==> src/rtl/a0_uart_tx.sv <==
// Watches the register-file a0 tap and transmits each new value as BYTES 8N1 frames,
// LSB byte first, on tx_o. Values that change while a word is in flight are dropped; only the latest is sent.
module a0_uart_tx #(
  parameter int DATA_WIDTH   = 32,
  parameter int CLKS_PER_BIT = 868
) (
  input  logic                  clk,
  input  logic                  rst_n,
  input  logic [DATA_WIDTH-1:0] a0_i,
  input  logic                  en_i,
  output logic                  tx_o,
  output logic                  busy_o,
  output logic                  sent_o,
  output logic                  overrun_o
);
  localparam int BYTES  = DATA_WIDTH / 8;
  localparam int BAUD_W = (CLKS_PER_BIT > 1) ? $clog2(CLKS_PER_BIT) : 1;
  localparam int BYTE_W = (BYTES > 1) ? $clog2(BYTES) : 1;
  localparam logic [BAUD_W-1:0] BAUD_LAST = BAUD_W'(CLKS_PER_BIT - 1);
  localparam logic [BYTE_W-1:0] BYTE_LAST = BYTE_W'(BYTES - 1);

  typedef enum logic [1:0] {IDLE, START, DATA, STOP} state_t;

  state_t                  state_q, state_d;
  logic [DATA_WIDTH-1:0]   shift_q, shift_d;
  logic [DATA_WIDTH-1:0]   last_sent_q, last_sent_d;
  logic [DATA_WIDTH-1:0]   a0_prev_q, a0_prev_d;
  logic [BAUD_W-1:0]       baud_q, baud_d;
  logic [2:0]              bit_q, bit_d;
  logic [BYTE_W-1:0]       byte_q, byte_d;
  logic [1:0]              chg_q, chg_d;
  logic                    tx_q, tx_d;
  logic                    busy_q, busy_d;
  logic                    sent_q, sent_d;
  logic                    overrun_q, overrun_d;
  logic                    capture_ok, baud_end, capture;

  always_comb begin
    state_d     = state_q;
    shift_d     = shift_q;
    last_sent_d = last_sent_q;
    a0_prev_d   = a0_i;
    baud_d      = baud_q;
    bit_d       = bit_q;
    byte_d      = byte_q;
    chg_d       = chg_q;
    tx_d        = tx_q;
    busy_d      = busy_q;
    sent_d      = 1'b0;
    capture_ok  = en_i && (a0_i != last_sent_q);
    baud_end    = (baud_q == BAUD_LAST);
    capture     = 1'b0;

    case (state_q)
      IDLE: capture = capture_ok;
      START: begin
        if (baud_end) begin
          baud_d  = '0;
          bit_d   = 3'd0;
          state_d = DATA;
          tx_d    = shift_q[0];
        end else begin
          baud_d = baud_q + BAUD_W'(1);
        end
      end
      DATA: begin
        if (baud_end) begin
          baud_d  = '0;
          shift_d = shift_q >> 1;
          bit_d   = bit_q + 3'd1;
          if (bit_q == 3'd7) begin
            state_d = STOP;
            tx_d    = 1'b1;
          end else begin
            tx_d = shift_q[1];
          end
        end else begin
          baud_d = baud_q + BAUD_W'(1);
        end
      end
      STOP: begin
        if (baud_end) begin
          baud_d = '0;
          if (byte_q != BYTE_LAST) begin
            // After eight shifts the next byte already sits in the low bits.
            byte_d  = byte_q + BYTE_W'(1);
            state_d = START;
            tx_d    = 1'b0;
          end else begin
            sent_d  = 1'b1;
            busy_d  = 1'b0;
            state_d = IDLE;
            tx_d    = 1'b1;
            capture = capture_ok;
          end
        end else begin
          baud_d = baud_q + BAUD_W'(1);
        end
      end
      default: state_d = IDLE;
    endcase

    // A capture here overrides the word-end decision so busy_o never drops between words.
    if (capture) begin
      shift_d     = a0_i;
      last_sent_d = a0_i;
      byte_d      = '0;
      bit_d       = 3'd0;
      baud_d      = '0;
      state_d     = START;
      tx_d        = 1'b0;
      busy_d      = 1'b1;
      chg_d       = 2'd0;
    end else if (busy_q && (a0_i != a0_prev_q) && (chg_q != 2'd2)) begin
      chg_d = chg_q + 2'd1;
    end
    overrun_d = overrun_q | (chg_d == 2'd2);
  end

  always_ff @(posedge clk or negedge rst_n) begin
    if (!rst_n) begin
      state_q     <= IDLE;
      shift_q     <= '0;
      last_sent_q <= '0;
      a0_prev_q   <= '0;
      baud_q      <= '0;
      bit_q       <= 3'd0;
      byte_q      <= '0;
      chg_q       <= 2'd0;
      tx_q        <= 1'b1;
      busy_q      <= 1'b0;
      sent_q      <= 1'b0;
      overrun_q   <= 1'b0;
    end else begin
      state_q     <= state_d;
      shift_q     <= shift_d;
      last_sent_q <= last_sent_d;
      a0_prev_q   <= a0_prev_d;
      baud_q      <= baud_d;
      bit_q       <= bit_d;
      byte_q      <= byte_d;
      chg_q       <= chg_d;
      tx_q        <= tx_d;
      busy_q      <= busy_d;
      sent_q      <= sent_d;
      overrun_q   <= overrun_d;
    end
  end

  assign tx_o      = tx_q;
  assign busy_o    = busy_q;
  assign sent_o    = sent_q;
  assign overrun_o = overrun_q;
endmodule
==> config.mk <==
export PLATFORM = sky130hd
export DESIGN_NAME = a0_uart_tx
export DESIGN_NICKNAME = d
export VERILOG_FILES = /design/src/rtl/a0_uart_tx.sv
export SDC_FILE = /design/constraint.sdc
export NUM_CORES = 1
export LEC_CHECK = 0
export ABC_AREA = 1
export ABC_CLOCK_PERIOD_IN_PS = 5500
export CORE_MARGIN = 4
export CORE_UTILIZATION = 45
export CTS_CLUSTER_DIAMETER = 150
export CTS_CLUSTER_SIZE = 12
export DETAILED_ROUTE_END_ITERATION = 7
export PLACE_DENSITY = 0.64
export SETUP_SLACK_MARGIN = 0.05
export SYNTH_ARGS = -nofsm -noshare
export SYNTH_HDL_FRONTEND = slang
export SYNTH_SLANG_ARGS = --single-unit
==> constraint.sdc <==
create_clock -name clk -period 5.5 [get_ports clk]
set_clock_uncertainty 0.2 [all_clocks]
set_input_delay 1.1 -clock clk [delete_from_list [all_inputs] [get_ports clk]]
set_output_delay 1.1 -clock clk [all_outputs]
set_load 0.03 [all_outputs]
==> flow_summary_export.csv, run 1 <==
group,metric,value,unit
outcome,status,"complete, no violations",
routing,drc,0,
worst_hold_path,hp-class,"flip-flop to flip-flop",
layout,antenna_cells,0,
synth,synth_xor_area_share,7.65,%
floorplan,dieArea,14900,um2
place,preCtsSetupSlack,1.39,ns
power_and_ir_drop,swShare,31.8,%
timing,tightest_slew,1.03,ns
synth,muxShareOfSynthArea,0,%
worst_setup_path,worstPathArrival,3.81,ns
routing,drt_wl_total,11.4,mm
synth,yosys.area_share.adder,2.14,%
worst_setup_path,crit_path_start_kind,"primary input",
worst_setup_path,crit_fanout,62,
worst_setup_path,critical_path_required,5.60,ns
power_and_ir_drop,p_comb_share,27.3,%
grt,gr-total-overflow,0,
synth,synth_cells,717,
synth,ys_seq_area_share,51.0,%
place,gp_congestion,0.860,
grt,antenna_found_initial,0,
synth,synth_compound_area_share,10.2,%
worst_setup_path,cp_common_cell,"nand2_1",
clock_tree,cts_root_buf,"clkbuf_16",
power_and_ir_drop,leakagePower,3.37,nW
worst_setup_path,cp_num_buf_inv,3,
layout,areaGrowthSynthToFinish,21.5,%
timing,setup_tns,0,ns
worst_setup_path,cpPeakStageDelay,0.54,ns
power_and_ir_drop,seqPwrFrac,35.1,%
synth,synth_seq_cells,119,
timing,whs,0.274,ns
place,hpwlAfterDp,7.91,mm
timing,min_period,3.70,ns
power_and_ir_drop,p_sw,1.17,mW
synth,avgSynthCellArea,8.15,um2
floorplan,die_width,122,um
timing,setup_slack,1.80,ns
layout,drive_gt1_share,6.62,%
floorplan,start_util,46.1,%
timing,slew_violations,0,
clock_tree,cts_hold_buf,0,
timing,hold_viol_final,0,
clock_tree,cts.path.max_buffers,2,
routing,routedWlPerCell,12.1,um
place,dp_cells,910,
synth,synthSimpleGateAreaFrac,20.3,%
grt,grt_pass1_wl,20.1,mm
worst_setup_path,path_cells,"clkdlybuf4s50_1 -> inv_1 -> nand2_1 -> nand2_1 -> nand2_1 -> nor2_1 -> nand2_1 -> nor2_1 -> nand2_1 -> nand2_4 -> buf_4 -> nand2_2 -> nand2_1 -> nand2_1 -> nand2_1 -> nor2_1",
timing,fmax,270,MHz
clock_tree,postCtsSetupBuffers,0,
synth,syn_area,5840,um2
power_and_ir_drop,power_density,518,nW/um2
power_and_ir_drop,internal_power,2.50,mW
routing,firstDrtPassIters,5,
clock_tree,clock_latency,0.42,ns
clock_tree,htree_num_levels,4,
clock_tree,cts_tree,"built",
layout,final-instance-count-excl-fill,942,
routing,vias_per_cell,4.74,
routing,ant_nets,0,
power_and_ir_drop,p_clk_share,37.6,%
grt,grt_usage,17.2,%
clock_tree,clock_sinks,119,
worst_setup_path,crit_type,"primary input to flip-flop",
clock_tree,numCtsBuffers,17,
worst_setup_path,critPathCaptureType,"flip-flop",
floorplan,rows,41,
synth,mappedNetlistNets,762,
floorplan,pin_count,39,
place,io_buffers,38,
synth,synth_top_family_by_area,"simple AND/OR/NAND/NOR gates",
worst_setup_path,cpMaxStageDelayCell,"buf_4",
run,cap_violations,0,
synth,synth.distinct_cells,28,
timing,finalCritPeriodShare,67.3,%
floorplan,fp.coreArea,12700,um2
grt,grt_pass1_vias,4367,
worst_setup_path,cp_top_family,"simple AND/OR/NAND/NOR gates",
timing,setup_viol,0,
grt,grt_max_degree,72,
synth,yosysWarningCount,0,
routing,vias,4465,
layout,finalNetCount,802,
clock_tree,ctsResizeCount,0,
clock_tree,clk_pin_slew_worst_paths,0.05,ns
routing,drtIter0Drc,325,
timing,rsz0062_at_grt,"false",
power_and_ir_drop,ir_drop,0.230,mV
timing,maxSlewHeadroom,31.0,%
floorplan,die_h,122,um
[power by group through the flow]
| stage | combinational [mW] | sequential [mW] | clock (mW) |
|---|---|---|---|
| 2_1_floorplan | 0.812 | 1.27 | 0 |
| 3_3_place_gp | 0.972 | 1.29 | 0 |
| 3_5_place_dp | 1.00 | 1.30 | 0 |
| 4_1_cts | 1.02 | 1.29 | 1.41 |
| 5_1_grt | 1.18 | 1.32 | 1.46 |
| 6_report | 1.00 | 1.29 | 1.38 |
[per-stage QoR]
stage                     util (%)  cell area, um2  power (mW)
final                         56.0            7100        3.67
after global routing          56.0            7100        3.96
after CTS                     56.0            7100        3.72
after detailed placement      50.2            6360        2.30
after global placement        50.2            6360        2.26
after floorplan                  -            5840        2.08
[cell usage after synthesis]
master    count  share of area [%]
o31ai_1       1               0.13
buf_4         1               0.13
clkbuf_1      3               0.19
nor2_1       42                2.7
o22ai_1       1               0.11
nand2_2       3               0.32
dfstp_2       1               0.45
buf_2        16                1.4
nand3_1      17                1.5
a21oi_1       8               0.69
buf_6         1               0.19
nand2_4       1               0.19
ha_1         10                2.1
nor4_1        2               0.21
inv_2         5               0.32
dfrtp_1     118                 51
o21ai_0      52                4.5
o21ai_1      51                4.4
xor2_1        2               0.30
nand2_1     211                 14
o21ai_4       1               0.28
nor3_1        5               0.43
inv_1       101                6.5
a21oi_2       1               0.15
or2_2         2               0.21
nand4_1      11                1.2
clkbuf_2      1              0.086
xnor2_1      49                7.3
[final cells by class]
cell class	instances	area, um2
fillers	1153	5570
flip-flops and latches	119	2980
multi-input cells	470	2350
clock buffers	19	443
repair buffers	43	415
inverters	106	398
clock inverters	13	298
well taps	172	215
[state kept, by name (all words and copies together) (netlist names), 2 cells and up]
name,flops
a0_prev_q,32
last_sent_q,32
shift_q,32
baud_q,10
bit_q,3
byte_q,2
chg_q,2
state_q,2
[per-layer routing]
metal / GRT usage [%] / share of wire [%]
met1: 21.4 / 45
met2: 28.0 / 50
met3: 5.15 / 4.0
met4: 7.00 / 1.3
met5: 0 / 0
[worst min-delay path: stages (launching register included)]
cell and delay [ns]:
dfrtp_1 0.33, inv_1 0.04, nand2_1 0.06
[worst paths after layout]
check	endpoint	from	slack, ns	cells after the start
worst min-delay path	overrun_o$_DFF_PN0_	overrun_o$_DFF_PN0_	0.27	2
worst max register to register	baud_q[7]$_DFFE_PN0P_	last_sent_q[27]$_DFFE_PN0N_	2.63	13
worst max-delay path	baud_q[7]$_DFFE_PN0P_	a0_i[18]	1.80	16
max in group asynchronous	baud_q[4]$_DFFE_PN0P_	rst_n	3.78	2
min in group asynchronous	a0_prev_q[15]$_DFF_PN0_	rst_n	0.28	1
worst min register to register	overrun_o$_DFF_PN0_	overrun_o$_DFF_PN0_	0.27	2
[cell usage in the layout, fill, tap and decap left out]
| cell | count |
|---|---|
| clkbuf_16 | 17 |
| clkdlybuf4s50_1 | 37 |
| o22ai_1 | 1 |
| o31ai_1 | 1 |
| xnor2_1 | 49 |
| a21oi_2 | 1 |
| inv_2 | 5 |
| nor3_1 | 5 |
| nand2_4 | 1 |
| dfstp_2 | 1 |
| nor4_1 | 2 |
| nand2_2 | 3 |
| nand3_1 | 17 |
| clkbuf_1 | 1 |
| inv_1 | 101 |
| ha_1 | 10 |
| nand2_1 | 211 |
| nor2_1 | 42 |
| bufinv_16 | 9 |
| a21oi_1 | 8 |
| dfrtp_1 | 118 |
| o21ai_4 | 1 |
| o21ai_0 | 52 |
| clkinv_4 | 2 |
| xor2_1 | 2 |
| clkbuf_8 | 1 |
| o21ai_1 | 51 |
| or2_2 | 2 |
| nand4_1 | 11 |
| clkinv_2 | 2 |
| buf_4 | 6 |
[cell families after synthesis]
group           count (synthesis)
simple gates                  294
buf+inv                       128
flops                         119
compound gates                115
xor+xnor                       51
fa+ha+maj                      10
Note: power is estimated with default switching activity, not from simulation.
==> run 2: changes to the inputs <==
--- a/config.mk
+++ b/config.mk
@@ -6,7 +6,7 @@
 export NUM_CORES = 1
 export LEC_CHECK = 0
 export ABC_AREA = 1
-export ABC_CLOCK_PERIOD_IN_PS = 5500
+export ABC_CLOCK_PERIOD_IN_PS = 3600
 export CORE_MARGIN = 4
 export CORE_UTILIZATION = 45
 export CTS_CLUSTER_DIAMETER = 150
==> constraint.sdc (replaced) <==
create_clock -name clk -period 3.6 [get_ports clk]
set_clock_uncertainty 0.2 [all_clocks]
set_input_delay 0.72 -clock clk [delete_from_list [all_inputs] [get_ports clk]]
set_output_delay 0.72 -clock clk [all_outputs]
set_load 0.03 [all_outputs]
==> run 2 against run 1 <==
  * Die area unchanged
  * Sequential power up 53%
  * Final area decreased by 1.3%
  * Via count down 0.38%
  * Critical path depth shrank 4
  * Final cell count shrank 0.11%
  * Flip-flop and latch count did not move
  * Global-route usage shrank 0.37 points
  * Register-to-register slack lost 1.7 ns
  * Critical endpoint is now shift_q[15]$_DFFE_PN0P_
==> flow_summary_export.csv, run 2 (synthesis results as in run 1) <==
group,metric,value,unit
outcome,status,"complete, no violations",
layout,most-common-layout-cells,"nand2_1, dfrtp_1, inv_1",
routing,drc,0,
power_and_ir_drop,leakagePower,3.32,nW
floorplan,pin_count,39,
grt,grt.met1_usage,21.8,%
clock_tree,clk_pin_slew_worst_paths,0.05,ns
power_and_ir_drop,power_density,754,nW/um2
grt,grt_pass1_wl,19.9,mm
layout,antenna_cells,0,
grt,gr-usage-met3,4.50,%
layout,top_regs,"a0_prev_q (32), last_sent_q (32), shift_q (32)",
worst_setup_path,crit_fanout,75,
grt,busiest_layer,"met2",
routing,vias_per_cell,4.73,
grt,gr-total-overflow,0,
routing,ant_nets,0,
clock_tree,htree_num_levels,4,
timing,setup_viol,0,
floorplan,fp.coreArea,12700,um2
power_and_ir_drop,total_power,5.29,mW
grt,grtUsageMet2,26.9,%
clock_tree,postCtsSetupBuffers,0,
floorplan,dieArea,14900,um2
place,gp_congestion,0.869,
floorplan,rows,41,
clock_tree,cts_tree,"built",
layout,nFillCells,1199,
routing,vias,4448,
routing,drtIter0Drc,243,
routing,routedWlPerCell,12.0,um
layout,drive_gt1_share,6.63,%
routing,drt_wl_total,11.3,mm
timing,hold_viol_final,0,
clock_tree,numCtsBuffers,17,
timing,finalCritPeriodShare,78.2,%
clock_tree,cts.path.max_buffers,2,
clock_tree,clock_latency,0.42,ns
grt,grt_max_degree,76,
worst_setup_path,crit_path_start_kind,"primary input",
worst_setup_path,critical_path_required,3.66,ns
run,cap_violations,0,
layout,mostFrequentLayoutCell,"nand2_1",
layout,utilization,55.3,%
clock_tree,ctsResizeCount,0,
grt,antenna_found_initial,0,
timing,rsz0062_at_grt,"false",
worst_hold_path,hp-class,"primary input to asynchronous set/reset pin",
clock_tree,clock_sinks,119,
clock_tree,cts_hold_buf,0,
timing,slew_violations,0,
routing,firstDrtPassIters,4,
worst_setup_path,critPathCaptureType,"flip-flop",
grt,grt_pass1_vias,4396,
timing,setup_tns,0,ns
clock_tree,cts_root_buf,"clkbuf_16",
timing,maxSlewHeadroom,39.1,%
floorplan,die_h,122,um
worst_setup_path,worstPathArrival,2.87,ns
floorplan,start_util,46.1,%
place,io_buffers,38,
power_and_ir_drop,ir_drop,0.473,mV
floorplan,die_width,122,um
timing,tightest_slew,0.914,ns
worst_setup_path,crit_type,"primary input to flip-flop",
layout,finalNetCount,801,
place,hpwlAfterDp,7.73,mm
timing,fmax,355,MHz
timing,min_period,2.81,ns
layout,areaGrowthSynthToFinish,20.0,%
grt,grt_usage,16.8,%
-- run 2: cell count changes in the layout (fill, tap and decap cells not counted), sizes merged --
cell / previous run / this run
bufinv: 9 / 4
clkbuf: 19 / 18
buf: 6 / 5
clkinv: 4 / 7
clkinvlp: 0 / 3
-- run 2: final timing paths --
| check | slack, ns | start | end | depth (start not counted) |
|---|---|---|---|---|
| hold / removal | 0.24 | rst_n | last_sent_q[15]$_DFFE_PN0N_ | 1 |
| hold reg to reg | 0.26 | overrun_o$_DFF_PN0_ | overrun_o$_DFF_PN0_ | 2 |
| min in group clk | 0.26 | overrun_o$_DFF_PN0_ | overrun_o$_DFF_PN0_ | 2 |
| setup reg to reg | 0.96 | baud_q[0]$_DFFE_PN0P_ | shift_q[15]$_DFFE_PN0P_ | 9 |
| max in group asynchronous | 2.21 | rst_n | a0_prev_q[24]$_DFF_PN0_ | 2 |
| setup / recovery | 0.79 | a0_i[26] | shift_q[15]$_DFFE_PN0P_ | 12 |
-- run 2: critical path, cell delays in order --
cell	delay (ns)
clkdlybuf4s50_1	0.59
xnor2_1	0.16
nand2_1	0.08
nor2_1	0.09
nand2_1	0.07
nor2_1	0.17
nand2_1	0.14
nand2_4	0.21
buf_12	0.29
o21ai_0	0.14
nand2_1	0.07
o21ai_0	0.10
-- run 2: final cells by class --
cell class / count / area (um2) / share of cell area, %
multi-input combinational: 470 / 2350 / 33.5
clock buffer: 18 / 439 / 6.27
tap: 172 / 215 / 3.07
inverter: 106 / 398 / 5.68
clock inverter: 14 / 181 / 2.59
timing repair buffer: 42 / 445 / 6.36
sequential: 119 / 2980 / 42.5
-- run 2: through the flow --
| stage | hold WS [ns] | cell area, um2 | worst slack (ns) | cells |
|---|---|---|---|---|
| after floorplan | 0.224 | 5840 | 1.48 | 717 |
| after CTS | 0.265 | 7010 | 0.744 | 941 |
| after detailed placement | 0.250 | 6390 | 0.339 | 909 |
| final | 0.241 | 7010 | 0.786 | 941 |
| after global routing | 0.312 | 7010 | 0.539 | 941 |
| after global placement | 0.252 | 6390 | 0.422 | 909 |
-- run 2: where the power goes --
part / switching [mW] / internal (mW) / leakage [nW]
logic: 0.953 / 0.607 / 1.53
clock network: 0.591 / 1.17 / 0.301
registers: 0.249 / 1.72 / 1.48
total: 1.79 / 3.49 / 3.32
-- run 2: layer usage --
layer  up-vias  part of all wire (%)  routed length [um]
met4         0                   1.9                 211
met1      2062                    47                5280
li1       2309                     -                   -
met5         -                     0                   0
met3        22                   3.3                 368
met2        55                    48                5420
